<file path="src/rtl/spi_bus_arbiter_if.sv">
// spi_bus_arbiter_if
//   Command-side bus between the four on-chip requesters and the SPI
//   bus arbiter. All four requester lanes are carried side by side; lane i
//   uses bit i of the 4-bit vectors and byte [8i+7:8i] of the 32-bit ones.
//
//   Handshake: a requester raises req[i] (level) with cmd_rw/cmd_addr/
//   cmd_wdata for lane i stable. The arbiter answers with a one-cycle
//   gnt[i] pulse in the cycle it latches lane i's command; from that
//   point cmd_* of lane i may change and req[i] may drop. When the frame
//   has finished, done[i] pulses for one cycle and rdata carries the read
//   byte (held until the next done). busy covers the gnt cycle through the
//   done cycle. A req still high after done simply competes again.
//
//   Ports (modport slave = arbiter view):
//     req       in   4   per-lane level request
//     cmd_rw    in   4   per-lane R/W, 1 = write
//     cmd_addr  in  32   per-lane address bytes
//     cmd_wdata in  32   per-lane write data bytes
//     gnt       out  4   one-hot command-latched pulse
//     done      out  4   one-hot frame-complete pulse
//     rdata     out  8   last read byte
//     busy      out  1   arbiter owns the SPI bus
interface spi_bus_arbiter_if;
  logic [3:0]  req;
  logic [3:0]  cmd_rw;
  logic [31:0] cmd_addr;
  logic [31:0] cmd_wdata;
  logic [3:0]  gnt;
  logic [3:0]  done;
  logic [7:0]  rdata;
  logic        busy;

  modport master (
    output req, cmd_rw, cmd_addr, cmd_wdata,
    input  gnt, done, rdata, busy
  );

  modport slave (
    input  req, cmd_rw, cmd_addr, cmd_wdata,
    output gnt, done, rdata, busy
  );
endinterface

</file>
<file path="src/rtl/spi_bus_arbiter.sv">
// spi_bus_arbiter
//   Shares one SPI master bus among four requesters. Each granted command
//   is sent as a 17-bit frame, MSB first: R/W (1 = write), 8 address bits,
//   8 data bits. SPI mode 0: scl idles low, mosi changes at the start of a
//   bit period, miso is sampled on scl rising edges of the data phase of
//   read frames and returned on rdata.
//
//   Optional build macro SPI_ARB_FIXED_PRIO_EN: when defined, arbitration
//   is fixed priority (lane 0 highest) and the round-robin pointer does not
//   exist. Timing is identical in both builds.
//
//   Parameters:
//     CLK_DIV     clk cycles per scl half-period (1..255)
//     FRAME_BITS  bits per frame, fixed at 17
//
//   Ports:
//     clk        in   system clock, rising edge
//     rst_n      in   asynchronous active-low reset
//     bus        slave modport of spi_bus_arbiter_if (req/cmd/gnt/done...)
//     scl        out  SPI clock, idles low
//     mosi       out  SPI data out
//     miso       in   SPI data in
//     ss1..ss4   out  slave selects, active low, lane i -> ss(i+1)
//     state_dbg  out  current FSM state encoding
module spi_bus_arbiter #(
  parameter int CLK_DIV    = 2,
  parameter int FRAME_BITS = 17
) (
  input  logic             clk,
  input  logic             rst_n,
  spi_bus_arbiter_if.slave bus,
  output logic             scl,
  output logic             mosi,
  input  logic             miso,
  output logic             ss1,
  output logic             ss2,
  output logic             ss3,
  output logic             ss4,
  output logic [2:0]       state_dbg
);

  typedef enum logic [2:0] {
    S_IDLE  = 3'd0,
    S_SETUP = 3'd1,
    S_SHIFT = 3'd2,
    S_HOLD  = 3'd3,
    S_DONE  = 3'd4
  } state_t;

  localparam logic [7:0] DIV_LAST   = 8'(CLK_DIV - 1);
  localparam logic [4:0] BIT_LAST   = 5'(FRAME_BITS - 1);
  // First data-phase bit index (R/W + 8 address bits precede it).
  localparam logic [4:0] DATA_FIRST = 5'(FRAME_BITS - 8);

  state_t                state, state_n;
  logic [7:0]            hcnt, hcnt_n;      // clk count within a half-period
  logic [4:0]            bitcnt, bitcnt_n;  // 0..16, saturates, never wraps
  logic [FRAME_BITS-1:0] sreg, sreg_n;      // outgoing frame, MSB on mosi
  logic [7:0]            rshift, rshift_n;  // incoming read byte
  logic [7:0]            rdata_q, rdata_n;
  logic [1:0]            win, win_n;        // lane owning the current frame
  logic                  is_read, is_read_n;
  logic                  scl_q, scl_n;
  logic [3:0]            ss_q, ss_n;
  logic [3:0]            done_q, done_n;
  logic [3:0]            grant;
  logic [3:0]            gnt_o;
  logic                  take;
  logic [1:0]            pick;

  // ---------------------------------------------------------------------
  // Winner selection. Only consulted when take is high.
  // ---------------------------------------------------------------------
`ifdef SPI_ARB_FIXED_PRIO_EN
  // Lowest index wins; scanning downward lets the lowest set bit land last.
  always_comb begin
    pick = 2'd0;
    for (int k = 3; k >= 0; k--) begin
      if (bus.req[k]) pick = 2'(k);
    end
  end
`else
  logic [1:0] rr_ptr;  // last granted lane

  // Search rr_ptr+1, +2, +3, +4 (= rr_ptr itself) with 2-bit wrap; the
  // descending scan leaves the nearest candidate after rr_ptr in pick.
  always_comb begin
    pick = rr_ptr;
    for (int k = 4; k >= 1; k--) begin
      if (bus.req[rr_ptr + 2'(k)]) pick = rr_ptr + 2'(k);
    end
  end

  always_ff @(posedge clk or negedge rst_n) begin
    if (!rst_n) begin
      rr_ptr <= 2'd3;
    end else if (take) begin
      rr_ptr <= pick;
    end
  end
`endif

  // ---------------------------------------------------------------------
  // Next-state and datapath logic.
  // ---------------------------------------------------------------------
  always_comb begin
    state_n   = state;
    hcnt_n    = hcnt;
    bitcnt_n  = bitcnt;
    sreg_n    = sreg;
    rshift_n  = rshift;
    rdata_n   = rdata_q;
    win_n     = win;
    is_read_n = is_read;
    scl_n     = scl_q;
    done_n    = 4'h0;
    grant     = 4'h0;
    take      = 1'b0;
    ss_n      = 4'hF;

    case (state)
      S_IDLE: begin
        take = |bus.req;
      end

      S_SETUP: begin
        // mosi already shows the R/W bit; scl stays low.
        if (hcnt == DIV_LAST) begin
          hcnt_n   = 8'd0;
          bitcnt_n = 5'd0;
          state_n  = S_SHIFT;
        end else begin
          hcnt_n = hcnt + 8'd1;
        end
      end

      S_SHIFT: begin
        if (hcnt == DIV_LAST) begin
          hcnt_n = 8'd0;
          if (!scl_q) begin
            // End of low half: scl rises. miso is taken here so the value
            // the slave set up during the low half is the one captured.
            scl_n = 1'b1;
            if (is_read && (bitcnt >= DATA_FIRST)) begin
              rshift_n = {rshift[6:0], miso};
            end
          end else begin
            // End of high half: scl falls and the next bit goes out.
            scl_n = 1'b0;
            if (bitcnt == BIT_LAST) begin
              state_n = S_HOLD;
            end else begin
              bitcnt_n = bitcnt + 5'd1;
              sreg_n   = {sreg[FRAME_BITS-2:0], 1'b0};
            end
          end
        end else begin
          hcnt_n = hcnt + 8'd1;
        end
      end

      S_HOLD: begin
        if (hcnt == DIV_LAST) begin
          hcnt_n       = 8'd0;
          state_n      = S_DONE;
          sreg_n       = '0;
          done_n[win]  = 1'b1;
          if (is_read) rdata_n = rshift;
        end else begin
          hcnt_n = hcnt + 8'd1;
        end
      end

      S_DONE: begin
        // DONE also performs the IDLE evaluation, so a waiting requester
        // is granted here and the select gap between frames is one cycle.
        take = |bus.req;
        if (!take) state_n = S_IDLE;
      end

      default: begin
        state_n = S_IDLE;
      end
    endcase

    if (take) begin
      grant[pick] = 1'b1;
      win_n       = pick;
      state_n     = S_SETUP;
      hcnt_n      = 8'd0;
      scl_n       = 1'b0;
      is_read_n   = ~bus.cmd_rw[pick];
      rshift_n    = 8'h00;
      // Read frames carry zeros in the data phase, whatever cmd_wdata holds.
      sreg_n      = {bus.cmd_rw[pick],
                     bus.cmd_addr[{pick, 3'b000} +: 8],
                     bus.cmd_rw[pick] ? bus.cmd_wdata[{pick, 3'b000} +: 8] : 8'h00};
    end

    // Selects are registered from the next state so they line up exactly
    // with SETUP/SHIFT/HOLD and drop in DONE.
    if (state_n inside {S_SETUP, S_SHIFT, S_HOLD}) begin
      ss_n[win_n] = 1'b0;
    end
  end

  always_ff @(posedge clk or negedge rst_n) begin
    if (!rst_n) begin
      state   <= S_IDLE;
      hcnt    <= 8'd0;
      bitcnt  <= 5'd0;
      sreg    <= '0;
      rshift  <= 8'h00;
      rdata_q <= 8'h00;
      win     <= 2'd0;
      is_read <= 1'b0;
      scl_q   <= 1'b0;
      ss_q    <= 4'hF;
      done_q  <= 4'h0;
    end else begin
      state   <= state_n;
      hcnt    <= hcnt_n;
      bitcnt  <= bitcnt_n;
      sreg    <= sreg_n;
      rshift  <= rshift_n;
      rdata_q <= rdata_n;
      win     <= win_n;
      is_read <= is_read_n;
      scl_q   <= scl_n;
      ss_q    <= ss_n;
      done_q  <= done_n;
    end
  end

  // ---------------------------------------------------------------------
  // Outputs. gnt is combinational in the evaluation cycle; it is gated
  // with rst_n so nothing is granted while reset is held.
  // ---------------------------------------------------------------------
  assign gnt_o     = rst_n ? grant : 4'h0;
  assign bus.gnt   = gnt_o;
  assign bus.done  = done_q;
  assign bus.rdata = rdata_q;
  assign bus.busy  = (state != S_IDLE) || (|gnt_o);

  assign scl       = scl_q;
  assign mosi      = sreg[FRAME_BITS-1];
  assign ss1       = ss_q[0];
  assign ss2       = ss_q[1];
  assign ss3       = ss_q[2];
  assign ss4       = ss_q[3];
  assign state_dbg = state;

endmodule

</file>
<file path="src/flat_wrapper.sv">
// flat-port wrapper written by rule: the top's interface ports become plain ports
module spi_bus_arbiter_flat 
#(
  parameter int CLK_DIV    = 2,
  parameter int FRAME_BITS = 17
)
  (clk, rst_n, scl, mosi, miso, ss1, ss2, ss3, ss4, state_dbg, bus_req, bus_cmd_rw, bus_cmd_addr, bus_cmd_wdata, bus_gnt, bus_done, bus_rdata, bus_busy);
  spi_bus_arbiter_if bus_i ();
  input  logic clk;
  input  logic rst_n;
  output logic scl;
  output logic mosi;
  input  logic miso;
  output logic ss1;
  output logic ss2;
  output logic ss3;
  output logic ss4;
  output logic [2:0] state_dbg;
  input wire logic [$bits(bus_i.req)-1:0] bus_req;
  input wire logic [$bits(bus_i.cmd_rw)-1:0] bus_cmd_rw;
  input wire logic [$bits(bus_i.cmd_addr)-1:0] bus_cmd_addr;
  input wire logic [$bits(bus_i.cmd_wdata)-1:0] bus_cmd_wdata;
  output wire logic [$bits(bus_i.gnt)-1:0] bus_gnt;
  output wire logic [$bits(bus_i.done)-1:0] bus_done;
  output wire logic [$bits(bus_i.rdata)-1:0] bus_rdata;
  output wire logic [$bits(bus_i.busy)-1:0] bus_busy;
  assign bus_i.req = bus_req;
  assign bus_i.cmd_rw = bus_cmd_rw;
  assign bus_i.cmd_addr = bus_cmd_addr;
  assign bus_i.cmd_wdata = bus_cmd_wdata;
  assign bus_gnt = bus_i.gnt;
  assign bus_done = bus_i.done;
  assign bus_rdata = bus_i.rdata;
  assign bus_busy = bus_i.busy;
  spi_bus_arbiter #(.CLK_DIV(CLK_DIV), .FRAME_BITS(FRAME_BITS)) u_core (.clk(clk), .rst_n(rst_n), .bus(bus_i), .scl(scl), .mosi(mosi), .miso(miso), .ss1(ss1), .ss2(ss2), .ss3(ss3), .ss4(ss4), .state_dbg(state_dbg));
endmodule
</file>
<file path="config.mk">
export PLATFORM = sky130hd
export DESIGN_NAME = spi_bus_arbiter_flat
export DESIGN_NICKNAME = d
export VERILOG_FILES = /design/src/rtl/spi_bus_arbiter_if.sv /design/src/rtl/spi_bus_arbiter.sv /design/src/flat_wrapper.sv
export SDC_FILE = /design/constraint.sdc
export NUM_CORES = 1
export LEC_CHECK = 0
export CAP_MARGIN = 5
export CORE_UTILIZATION = 45
export CTS_BUF_LIST = sky130_fd_sc_hd__clkbuf_4 sky130_fd_sc_hd__clkbuf_8
export CTS_CLUSTER_SIZE = 12
export DETAILED_ROUTE_END_ITERATION = 6
export PLACE_DENSITY_LB_ADDON = 0.3
export SYNTH_ARGS = -nofsm -noshare
export SYNTH_HDL_FRONTEND = slang
export SYNTH_SLANG_ARGS = --single-unit
</file>
<file path="constraint.sdc">
create_clock -name clk -period 2.4 [get_ports clk]
set_input_delay 0.72 -clock clk [delete_from_list [all_inputs] [get_ports clk]]
set_output_delay 0.72 -clock clk [all_outputs]
set_load 0.01 [all_outputs]
</file>
* After elaboration in Yosys (flattened, before gate mapping)
Index checks and enable logic that the tools add are counted.
Word-level totals: bits in registers 63, input port bits 75
Operators by class: bitwise logic cells 2, magnitude comparators 10, mux-type cells 56, shifts and indexed selects 2, equality and inequality tests 18, add/sub/neg operators 5, reductions and logical operators 23
Operators by type and width (number):
- $mux W17 | 5
- $mux W8 | 9
- $shiftx A32 B6 Y8 | 2
- $pmux W17 S2 | 1
- $mux W3 | 7
- $mux W4 | 5
- $mux W5 | 4
- $lt A2 B3 Y1 const B | 6
- $pmux W3 S5 | 1
- $eq A3 B2 Y1 const B | 4
- $mux W1 | 12
- $pmux W5 S2 | 1
- $reduce_and A5 Y1 | 2
- $reduce_bool A2 Y1 | 5
- $ne A3 B1 Y1 const B | 3
- $reduce_bool A3 Y1 | 3
- $add A8 B1 Y8 const B | 1
- $bmux W1 S2 | 4
- $eq A8 B1 Y1 const B | 1
- $mux W2 | 4
- $reduce_or A4 Y1 | 2
- $demux W1 S2 | 3
- $eq A3 B1 Y1 const B | 2
- $ge A2 B1 Y1 const B | 3
- 19 further kinds | 26

* Longest topological paths before layout
Gate-level depths: netlist (run 1).
depth in word-level cells 14, mapped depth 9, mapped depth without buffers 9

* Least setup slack after synthesis (run 1)
No wires, ideal clock.
path kind input -> output, from input port bus_req[2], to output port bus_gnt[0], data arrival time 2031 ps, cell stages on the path 5, path slack -351 ps, buffers on the path 1, required time 1680 ps, path through or2_2 a21oi_1 a211oi_4 buf_2 nor4_1
Between the ends: longest elaborated chain between the ends 11, elaborated cells between the ends (all ways) 18, those cells by class 2 x order compare; 14 x mux; 2 x reduce/logical
Ends and longest elaborated chain:
- start, declared | RTL line flat_wrapper.sv:19 | input wire logic [$bits(bus_i.req)-1:0] bus_req;
- $bmux W1 S2 | RTL line spi_bus_arbiter.sv:90 | if (bus.req[rr_ptr + 2'(k)]) pick = rr_ptr + 2'(k);
- $mux W1 (implied by the code) | RTL line spi_bus_arbiter.sv:90
- $mux W2 (3 in series) | RTL line spi_bus_arbiter.sv:90
- $lt A2 B3 Y1 (implied by the code) / $ge A2 B1 Y1 (equally long branches) | RTL line spi_bus_arbiter.sv:187 | grant[pick] = 1'b1;
- $logic_and A1 B1 Y1 (implied by the code) | RTL line spi_bus_arbiter.sv:187
- $mux W1 (implied by the code) | RTL line spi_bus_arbiter.sv:187
- $demux W1 S2
- $mux W4 (*) | RTL line spi_bus_arbiter.sv:186 | if (take) begin
- $mux W4 (*) | RTL line spi_bus_arbiter.sv:239 | assign gnt_o = rst_n ? grant : 4'h0;
- end, declared | RTL line flat_wrapper.sv:23 | output wire logic [$bits(bus_i.gnt)-1:0] bus_gnt;
Mark *: on every way between the ends. The rest lies on a longest branch, timed or not. The select of a mux whose other input is x is not followed.

* Final worst setup path (run 1)
from input port bus_req[1], to output port bus_gnt[2]
Same word-level chain as after synthesis.

==> results of run 1 <==
==> cell type report <==
type / instances / area, um2
timing repair buffer: 143 / 1380
sequential: 63 / 1580
multi-input combinational: 280 / 1900
inverter: 16 / 60.1
clock buffer: 9 / 124
clock inverter: 7 / 71.3
fill: 560 / 2120
tap: 99 / 124
==> worst min-delay path: cells and delay by family, from the launching register on <==
| kind | cells | cell delay, ps |
|---|---|---|
| AO/OA/AOI/OAI | 1 | 60 |
| AND/OR/NAND/NOR | 1 | 40 |
| flip-flops | 1 | 350 |
==> where the power goes <==
part | internal [W] | switching [W]
Combinational | 0.00165 | 0.00183
Sequential | 0.00148 | 0.000265
Clock | 0.000478 | 0.000412
==> timing repair <==
action	CTS	global route
gates cloned	1	0
pin swaps	15	6
endpoints found under the setup margin	31	33
hold buffers	0	0
buffers inserted	13	3
resized for setup	67	8
==> stage by stage <==
step / TNS, ps / hold slack [ps] / power, W
after global placement: -24790 / 461 / 0.00479
after floorplan: -86.1 / 424 / 0.00383
after CTS: -591 / 487 / 0.00604
final: -619 / 479 / 0.00611
after detailed placement: -27880 / 470 / 0.00489
after global routing: -1340 / 518 / 0.00658
==> cell families (layout without fill, tap and decap cells) <==
logic type / after synthesis / in the layout
muxes: 35 / 35
buffers and inverters: 36 / 175
DFF: 63 / 63
and+or+nand+nor: 146 / 146
AOI/OAI and AO/OA: 88 / 89
xor gates and xnor gates: 5 / 5
adders and majority gates: 5 / 5
==> per-layer routing <==
| layer | up-vias | wire [um] | share of wire, % | GRT usage, % |
|---|---|---|---|---|
| met5 | - | 0 | 0 | 0 |
| met3 | 14 | 451 | 5.2 | 4.06 |
| met4 | 0 | 147 | 1.7 | 8.06 |
| li1 | 1607 | - | - | - |
| met2 | 111 | 4400 | 51 | 39.7 |
| met1 | 1551 | 3620 | 42 | 28.2 |
==> how the worst max path moves through the flow <==
stage	slack, ps	to
final	-170	bus_gnt[2]
after global routing	-220	bus_gnt[2]
after CTS	-160	bus_gnt[0]
after detailed placement	-1000	bus_gnt[2]
after global placement	-960	bus_gnt[2]
after floorplan	-40	bus_gnt[0]
==> cells in the final DEF (no fill, tap or decap), types with 8 or more instances in the layout <==
master           count
clkbuf_8             9
buf_6               14
o21ai_0             32
nand2_1             60
clkdlybuf4s50_1     90
nand3_1             14
inv_1               16
a31oi_1             15
dfrtp_1             57
mux2i_1             18
a21oi_1              8
buf_4               30
o211ai_1            16
nor2_1              29
mux2_2              13
==> registers in the layout (all words and copies together), names as in the netlist <==
name	count
u_core.bitcnt	5
u_core.scl	1
u_core.bus.rdata	8
u_core.is_read	1
u_core.hcnt	8
u_core.rr_ptr	2
u_core.ss_q	4
u_core.rshift	8
u_core.bus.done	4
u_core.state_dbg	3
u_core.win	2
u_core.sreg	17
==> cell usage after synthesis (4+ instances only) <==
library cell  number  area [um2]
nor2_1            29         109
nand3_1           14        70.1
and3_1             6        37.5
a21oi_1           10        50.1
buf_2              6        30.0
a31oi_1           15        93.8
xor2_1             5        43.8
clkbuf_1          11        41.3
inv_1             16        60.1
nand4_1            7        43.8
mux2_2            13         146
nor4_1             4        25.0
nor3_1             5        25.0
mux2i_1           19         190
o211ai_1          16         120
nand2b_1           7        43.8
o21ai_0           33         165
dfrtp_1           57        1430
dfstp_2            6         158
ha_1               5        62.6
nand2_1           62         233
==> key figures, run 1 <==
Finish
  – Non-filler cells in the finished layout: 617
  – Final Cell Area: 5250 um2
  – Share of cells above drive strength 1: 21.8%
  – ANT cells: 0
  – Area grow syn2layout: 50.7%
  – Final Util: 71.2%
  – Final nets: 593

Clock tree
  – Root Driver: clkbuf_8
  – Num CTS Buffers: 9
  – H-tree levels: 3
  – CTS Sinks: 63
  – Longest Clk Path Bufs: 2
  – CTS tree: built
  – Clk_lat worst skew: 330 ps
  – CTS clk-pin slew, worst paths: 80 ps

Worst setup path
  – Crit end category: output pin
  – WP depth: 7
  – Slowest CP cell: a211o_4
  – CP Data Arrival Time: 1850 ps
  – R2R Path Start: u_core.rr_ptr[1]
  – Max Fanout on Critical Path: 5
  – CP required: 1680 ps
  – Reg2reg end: u_core.sreg[3]
  – CP startpoint: bus_req[1]
  – Cell Chain, Critical Path: buf_6 > o21ai_2 > o21ai_2 > buf_4 > a211o_4 > nor4_4 > buf_2
  – R2R depth: 9
  – Slowest Stage Delay on Critical Path: 350 ps
  – Crit path kind: in -> out
  – Worst Path Buf+Inv: 3
  – CP top delay family: compound AO/OA/AOI/OAI gates
  – Critical path startpoint category: input pin
  – R2R Setup Slk: 60 ps
  – Crit-path most repeated cell: o21ai_2

Power and ir drop
  – PwrDens: 1170 nW/um2
  – P_leak: 2.26 nW
  – Peak VDD IR: 0.727 mV

Placement
  – Hpwl dp: 6220 um
  – Placed Instances: 587
  – Cell Area, Placed: 4820 um2
  – Port Buffers: 100
  – Pre-CTS setup slack: -997 ps
  – Placer congestion estimate: 0.818

Logic synthesis
  – Mapped Cells: 378
  – Async S/R FF share, synth: 100%
  – Largest family of logic cells by synthesized area: simple AND/OR/NAND/NOR gates
  – Net Count, Synth: 458
  – Simple-gate portion of the synthesized area: 19.5%
  – Sequential area share after synthesis: 45.5%
  – Post-Syn Area per Cell: 9.21 um2
  – Yosys reg bits: 63
  – Count of cell types in the netlist: 46
  – Synth Cell Area: 3480 um2
  – Post-synthesis mux area share: 10.6%
  – Compound-Gate Fraction of Synth Area: 16.6%
  – Ys flop type: dfrtp_1
  – YS warnings: 0
  – Synth Area in Adders: 1.80%
  – XOR/XNOR share of the synthesized area: 1.26%
  – Number of synthesized flops with an enable pin: 0

Floorplanning
  – DIE AREA: 8090 um2
  – Core ar.: 7370 um2
  – Initial Utilization: 47.2%
  – Horiz. Die Dim: 89.9 um
  – Overall die height: 89.9 um
  – Row count: 31
  – Io pins: 101

Outcome
  – Violated checks: negative setup slack
  – Status: finished with violations

Min path
  – Hold path endpoint: u_core.bus.rdata[2]
  – Min-delay src: u_core.bus.rdata[2]
  – Hold Path Depth: 2
  – HP Class: reg -> reg

Drt
  – ANT nets after route: 0
  – Final WL: 8630 um
  – Via density: 5.32
  – Routed via count: 3283
  – DRT Pass-1 Iters: 4
  – Residual DRC: 0
  – Wire length per cell: 14.0 um
  – Initial drt markers: 230

STA
  – Clk_skew: 12.0 ps
  – Final Hold Fails: 0
  – Final slew viol count: 0
  – Final Worst Setup Slack: -170 ps
  – Tcrit/Tclk final: 107%
  – Peak Freq: 389 MHz
  – Relative slew slack: 49.9%
  – RSZ-0062 raised after global routing: true
  – Worst slew pin tran: 752 ps
  – Post-layout min period: 2570 ps
  – Endpoints failing setup: 4

Global route
  – Largest net degree at the start of global routing: 64
  – Total track usage: 22.7%
  – Global-route wire length before repair: 15000 um
  – Vias in the first global route: 3245
  – GR Overflow Total: 0
  – Initial antenna violation count: 0

Flow run
  – Max_cap viols: 0
No activity file was read; power rests on OpenSTA's default activity.
==> inputs of run 2 (changes only) <==
- CORE_UTILIZATION: 45 -> 60
- DONT_BUFFER_PORTS: default -> 1
==> run 2 against run 1 <==
Against the previous run:
- the run still ends with negative setup slack left
- core utilization increased by 2.5 points
- critical endpoint unchanged
- clock power rose by 14%
- critical path depth shrank 3
- sequential power rose by 5%
- first-iteration DRC count is 31% lower
- combinational power is 18% lower
- clock skew fell by 5.2 ps
- largest power group unchanged
==> key figures, run 2 (same netlist as run 1, synthesis figures left out) <==
Outcome
  – Status: finished with violations
  – Violated checks: negative setup slack

Drt
  – Residual DRC: 0 (unchanged)
  – Wire length per cell: 16.1 um (+15%)
  – DRT Pass-1 Iters: 5 (+1)
  – Initial drt markers: 158 (-31%)
  – ANT nets after route: 0 (unchanged)
  – Via density: 5.96 (+12%)
  – Final WL: 7640 um (-11%)
  – Routed via count: 2826 (-14%)

Global route
  – Total track usage: 26.3% (+3.5 points)
  – Met2 Use GR: 39.9% (+0.17 points)
  – Met1 usage: 35.8% (+7.6 points)
  – Global-route wire length before repair: 12400 um (-17%)
  – Largest net degree at the start of global routing: 65 (+1.6%)
  – Vias in the first global route: 2639 (-19%)
  – Layer with the highest usage: met2
  – Grt met3 use: 6.16% (+2.1 points)
  – Initial antenna violation count: 0 (unchanged)
  – GR Overflow Total: 0 (unchanged)

STA
  – Final slew viol count: 0 (unchanged)
  – Worst slew pin tran: 610 ps (-142 ps)
  – Post-layout min period: 2490 ps (-79.3 ps)
  – Clk_skew: 6.76 ps (-5.23 ps)
  – Peak Freq: 402 MHz (+3.2%)
  – Endpoints failing setup: 3 (-1)
  – Relative slew slack: 58.9% (+9.0 points)
  – Final Worst Setup Slack: -90.2 ps (+79.3 ps)
  – Final Hold Fails: 0 (unchanged)
  – Hold Worst Slack: 68.8 ps (-410 ps)
  – Tcrit/Tclk final: 104% (-3.3 points)
  – RSZ-0062 raised after global routing: true

Clock tree
  – CTS tree: built
  – Longest Clk Path Bufs: 2 (unchanged)
  – Num CTS Buffers: 9 (unchanged)
  – CTS clk-pin slew, worst paths: 70 ps (about the same)
  – H-tree levels: 3 (unchanged)
  – Hold-fix buffers, CTS: 0 (unchanged)
  – Clk_lat worst skew: 340 ps (about the same)
  – Root Driver: clkbuf_8
  – CTS Sinks: 63 (unchanged)

Flow run
  – Max_cap viols: 0 (unchanged)

Floorplanning
  – Io pins: 101 (unchanged)
  – Horiz. Die Dim: 78.2 um (-13%)
  – DIE AREA: 6110 um2 (-24%)
  – Overall die height: 78.2 um (-13%)
  – Initial Utilization: 62.8% (+16 points)
  – Row count: 27 (-13%)
  – Core ar.: 5540 um2 (-25%)

Worst setup path
  – Critical path startpoint category: flip-flop
  – Max Fanout on Critical Path: 6 (+1)
  – R2R Setup Slk: 100 ps (+40 ps)
  – CP startpoint: u_core.rr_ptr[0]
  – R2R depth: 9 (unchanged)
  – CP required: 1680 ps (about the same)
  – Crit path kind: reg -> out
  – R2R Path Start: u_core.rr_ptr[0]
  – Crit path capture: bus_gnt[2]
  – CP Data Arrival Time: 1770 ps (-80 ps)
  – Reg2reg end: u_core.sreg[0]
  – Crit end category: output pin

Power and ir drop
  – P_leak: 1.80 nW (-20%)
  – PwrDens: 1400 nW/um2 (+20%)
  – Peak VDD IR: 0.814 mV (+12%)
  – Total design power: 0.00570 W (-6.8%)

Finish
  – Final Util: 73.7% (+2.5 points)
  – Final Cell Area: 4080 um2 (-22%)
  – Most flop-heavy register: u_core.sreg
  – Final nets: 478 (-19%)
  – Share of cells above drive strength 1: 20.9% (-0.92 points)
  – Filler Cell Count: 404 (-28%)
  – Largest register FFs: 17 (unchanged)
  – Area grow syn2layout: 17.3%
  – ANT cells: 0 (unchanged)
  – Leading cell type in the layout, fill and taps excluded: nand2_1
  – Most frequent cells in the layout: nand2_1, dfrtp_1, o21ai_0

Placement
  – Placer congestion estimate: 0.799 (-2.3%)
  – Hpwl dp: 5200 um (-16%)
  – Cell Area, Placed: 3730 um2 (-23%)
  – Port Buffers: 0 (-100%)

Min path
  – HP Class: in -> async
==> run 2: cell types whose count changed in the layout (fill, tap and decap cells not counted), sizes merged <==
cell,before,now
buf,53,28
clkdlybuf4s50,90,0
clkbuf,9,11
bufinv,1,2
clkinvlp,3,0
inv,17,16
==> run 2: layer usage <==
layer / wire [um] / up-vias
li1: - / 1377
met1: 3460 / 1339
met2: 3600 / 97
met3: 433 / 13
met4: 136 / 0
met5: 0 / -
==> run 2: per-stage QoR <==
| step | instances | setup WS (ps) | TNS [ps] |
|---|---|---|---|
| global placement | 449 | -12.0 | -12.0 |
| global route | 474 | -147 | -457 |
| detailed placement | 449 | -48.8 | -461 |
| finish | 474 | -90.2 | -203 |
| floorplan | 378 | -42.5 | -86.1 |
| CTS | 467 | -78.4 | -195 |
==> run 2: worst max-delay path, stage by stage, from the launching register on <==
cell and delay, ps:
dfstp_2 600, buf_4 140, nor3b_4 50, a211o_4 330
nor4_4 310
==> run 2: how the worst min path moves through the flow <==
stage | startpoint | slack, ps | end
6_report | rst_n | 70 | u_core.hcnt[2]
5_1_grt | rst_n | 50 | u_core.bitcnt[1]
4_1_cts | rst_n | 60 | u_core.bus.rdata[6]
3_5_place_dp | rst_n | 430 | u_core.bus.rdata[6]
3_3_place_gp | rst_n | 430 | u_core.rshift[7]
2_1_floorplan | rst_n | 420 | u_core.bitcnt[0]
==> run 2: report_power, final <==
group	internal [W]	total [W]	switching (W)
sequential	0.00148	0.00182	0.000340
clock	0.000615	0.00102	0.000400
combinational	0.00122	0.00286	0.00164
total	0.00332	0.00570	0.00238
==> run 2: area by class of cell <==
type	instances	area (um2)	share of cell area [%]
inverter	16	60.1	1.47
clock buffer	11	145	3.56
sequential	63	1580	38.8
multi-input combinational	280	1880	46.0
tap	72	90.1	2.21
timing repair buffer	28	255	6.25
clock inverter	4	70.1	1.72
==> run 2: what timing repair did <==
item	CTS	global route
resized for setup	5	7
setup endpoints to repair	4	16
pin swaps	5	6
setup buffers	3	6
gates cloned	0	1
==> inputs of run 3 (changes only) <==
- CORE_ASPECT_RATIO: default -> 1.1
==> run 3 against run 2 <==
Against the previous run:
- combinational power is essentially flat
- non-clock buffer count shrank 1
- critical path type unchanged
- the run still ends with negative setup slack left
- die area is essentially flat
- total power grew 2.0%
- core utilization grew 0.92 points
- clock power grew 14%
- maximum frequency grew 0.97%
- worst hold slack gained 3.4 ps
- register-to-register slack gained 20 ps
- via count shrank 0.57%
==> key figures, run 3 (same netlist as run 1, synthesis figures left out) <==
Power and ir drop
  – Peak VDD IR: 0.808 mV (-0.70%)
  – P_leak: 1.81 nW (+0.49%)
  – PwrDens: 1420 nW/um2 (+1.4%)

STA
  – Clk_skew: 9.52 ps (+2.75 ps)
  – Relative slew slack: 58.6% (-0.33 points)
  – RSZ-0062 raised after global routing: true
  – Peak Freq: 405 MHz (+0.97%)
  – Final Hold Fails: 0 (unchanged)
  – Final Worst Setup Slack: -66.2 ps (+24.0 ps)
  – Endpoints failing setup: 3 (unchanged)
  – Final slew viol count: 0 (unchanged)
  – Post-layout min period: 2470 ps (-24.0 ps)
  – Worst slew pin tran: 615 ps (+4.89 ps)
  – Hold Worst Slack: 72.1 ps (+3.35 ps)
  – Tcrit/Tclk final: 103% (-1.0 points)

Drt
  – Wire length per cell: 16.1 um (about the same)
  – Via density: 5.90 (-0.98%)
  – ANT nets after route: 0 (unchanged)
  – Met2 routed WL: 3950 um (+9.6%)
  – Top sig layer: met4
  – Residual DRC: 0 (unchanged)
  – Final WL: 7660 um (+0.35%)
  – DRT Pass-1 Iters: 4 (-1)
  – Met3 wire len: 467 um (+7.9%)
  – Routed via count: 2810 (-0.57%)
  – Wl on met1: 3130 um (-9.6%)
  – Initial drt markers: 150 (-5.1%)

Floorplanning
  – DIE AREA: 6110 um2 (about the same)
  – Row count: 28 (+3.7%)
  – Io pins: 101 (unchanged)
  – Core ar.: 5500 um2 (-0.72%)
  – Initial Utilization: 63.3% (+0.46 points)
  – Horiz. Die Dim: 74.6 um (-4.5%)
  – Overall die height: 81.9 um (+4.8%)

Worst setup path
  – R2R Path Start: u_core.bitcnt[0]
  – Slowest Stage Delay on Critical Path: 580 ps (-20 ps)
  – Slowest CP cell: dfstp_2
  – Cell Chain, Critical Path: buf_6 > nor3b_4 > a21o_1 > buf_6 > nor4_4
  – Crit end category: output pin
  – Crit-path most repeated cell: buf_6
  – CP startpoint: u_core.rr_ptr[1]
  – Worst Path Buf+Inv: 2 (+1)
  – Max Fanout on Critical Path: 4 (-2)
  – Critical path startpoint category: flip-flop
  – CP Data Arrival Time: 1750 ps (-20 ps)
  – Crit path kind: reg -> out
  – CP required: 1680 ps (about the same)
  – CP top delay family: flip-flops

Finish
  – Most flop-heavy register: u_core.sreg
  – ANT cells: 0 (unchanged)
  – Share of cells above drive strength 1: 20.2% (-0.70 points)
  – Most frequent cells in the layout: nand2_1, dfrtp_1, o21ai_0
  – Leading cell type in the layout, fill and taps excluded: nand2_1
  – Final Cell Area: 4100 um2 (+0.52%)
  – Final nets: 476 (-0.42%)
  – Filler Cell Count: 403 (-0.25%)
  – Area grow syn2layout: 17.9%
  – Seq. cell area: 1590 um2 (about the same)
  – Area of the multi-input gates: 1860 um2 (-1.1%)
  – Largest register FFs: 17 (unchanged)

Min path
  – HP Class: in -> async

Flow run
  – Max_cap viols: 0 (unchanged)

Placement
  – Port Buffers: 0 (unchanged)
  – Hpwl dp: 5200 um (about the same)
  – Pre-CTS setup slack: -171 ps (-122 ps)
  – Placer congestion estimate: 0.830 (+3.9%)
  – Cell Area, Placed: 3720 um2 (-0.23%)

Clock tree
  – Root Driver: clkbuf_8
  – Num CTS Buffers: 9 (unchanged)
  – H-tree levels: 3 (unchanged)
  – CTS clk-pin slew, worst paths: 70 ps (about the same)
  – Clk_lat worst skew: 340 ps (about the same)
  – CTS Sinks: 63 (unchanged)
  – Longest Clk Path Bufs: 2 (unchanged)
  – CTS tree: built

Global route
  – Initial antenna violation count: 0 (unchanged)
  – Vias in the first global route: 2796 (+5.9%)
  – Global-route wire length before repair: 12300 um (-0.56%)
  – GR Overflow Total: 0 (unchanged)
  – Total track usage: 26.9% (+0.62 points)
  – Largest net degree at the start of global routing: 65 (unchanged)

Outcome
  – Violated checks: negative setup slack
  – Status: finished with violations
[run 3: cell types whose count changed in the layout (fill, tap and decap cells not counted), sizes merged]
cell / change
clkbuf: +1
bufinv: +1
a21oi: -1
buf: -2
[run 3: what timing repair did]
| item | in CTS | in global routing |
|---|---|---|
| buffers inserted | 7 | 0 |
| setup endpoints to repair | 6 | 21 |
| pin swaps | 6 | 1 |
| hold buffers | 0 | 0 |
| gates cloned | 0 | 1 |
| gates resized for setup | 7 | 4 |
[run 3: final timing paths]
kind	end	slack [ps]	cells past startpoint
max	bus_gnt[2]	-70	5
min	u_core.win[0]	70	0
max reg2reg	u_core.bitcnt[4]	120	9
min reg2reg	u_core.hcnt[7]	480	1
max in group asynchronous	u_core.rr_ptr[0]	2150	0
min in group clk	u_core.hcnt[7]	480	1
[run 3: final cells by class]
cell class              count  area share [%]
inverters                  16            1.46
clock buffers              11            3.69
repair buffers             27            6.16
flip-flops and latches     63            38.6
well taps                  75            2.29
clock inverters             5            2.53
multi-input cells         279            45.2
[run 3: through the flow]
| step | total power, W | cells | setup TNS (ps) | utilization [%] |
|---|---|---|---|---|
| detailed placement | 0.00442 | 452 | -2090 | 67.7 |
| finish | 0.00581 | 476 | -173 | 74.6 |
| global placement | 0.00432 | 452 | -913 | 67.7 |
| CTS | 0.00573 | 475 | -216 | 73.8 |
| floorplan | 0.00383 | 378 | -86.1 | - |
| global route | 0.00625 | 476 | -487 | 74.6 |
[run 3: where the power goes]
group	leakage (nW)	internal (W)	switching (W)
Combinational	0.891	0.00121	0.00162
Clock	0.130	0.000747	0.000409
Sequential	0.788	0.00148	0.000345
[run 3: worst reg2reg max path, stage by stage, from the launching register on]
cell      delay (ps)
dfrtp_1          420
inv_1            100
ha_1             200
nor4bb_1         160
nor2b_1          230
nand3_1          120
a211oi_1         500
nand4_1          200
xor2_1           190
nor2_1            60
[run 3: layer usage]
layer	up-vias	global-route usage, %
met3	11	6.26
met4	0	12.3
li1	1371	-
met2	114	45.0
met1	1314	32.6
met5	-	0
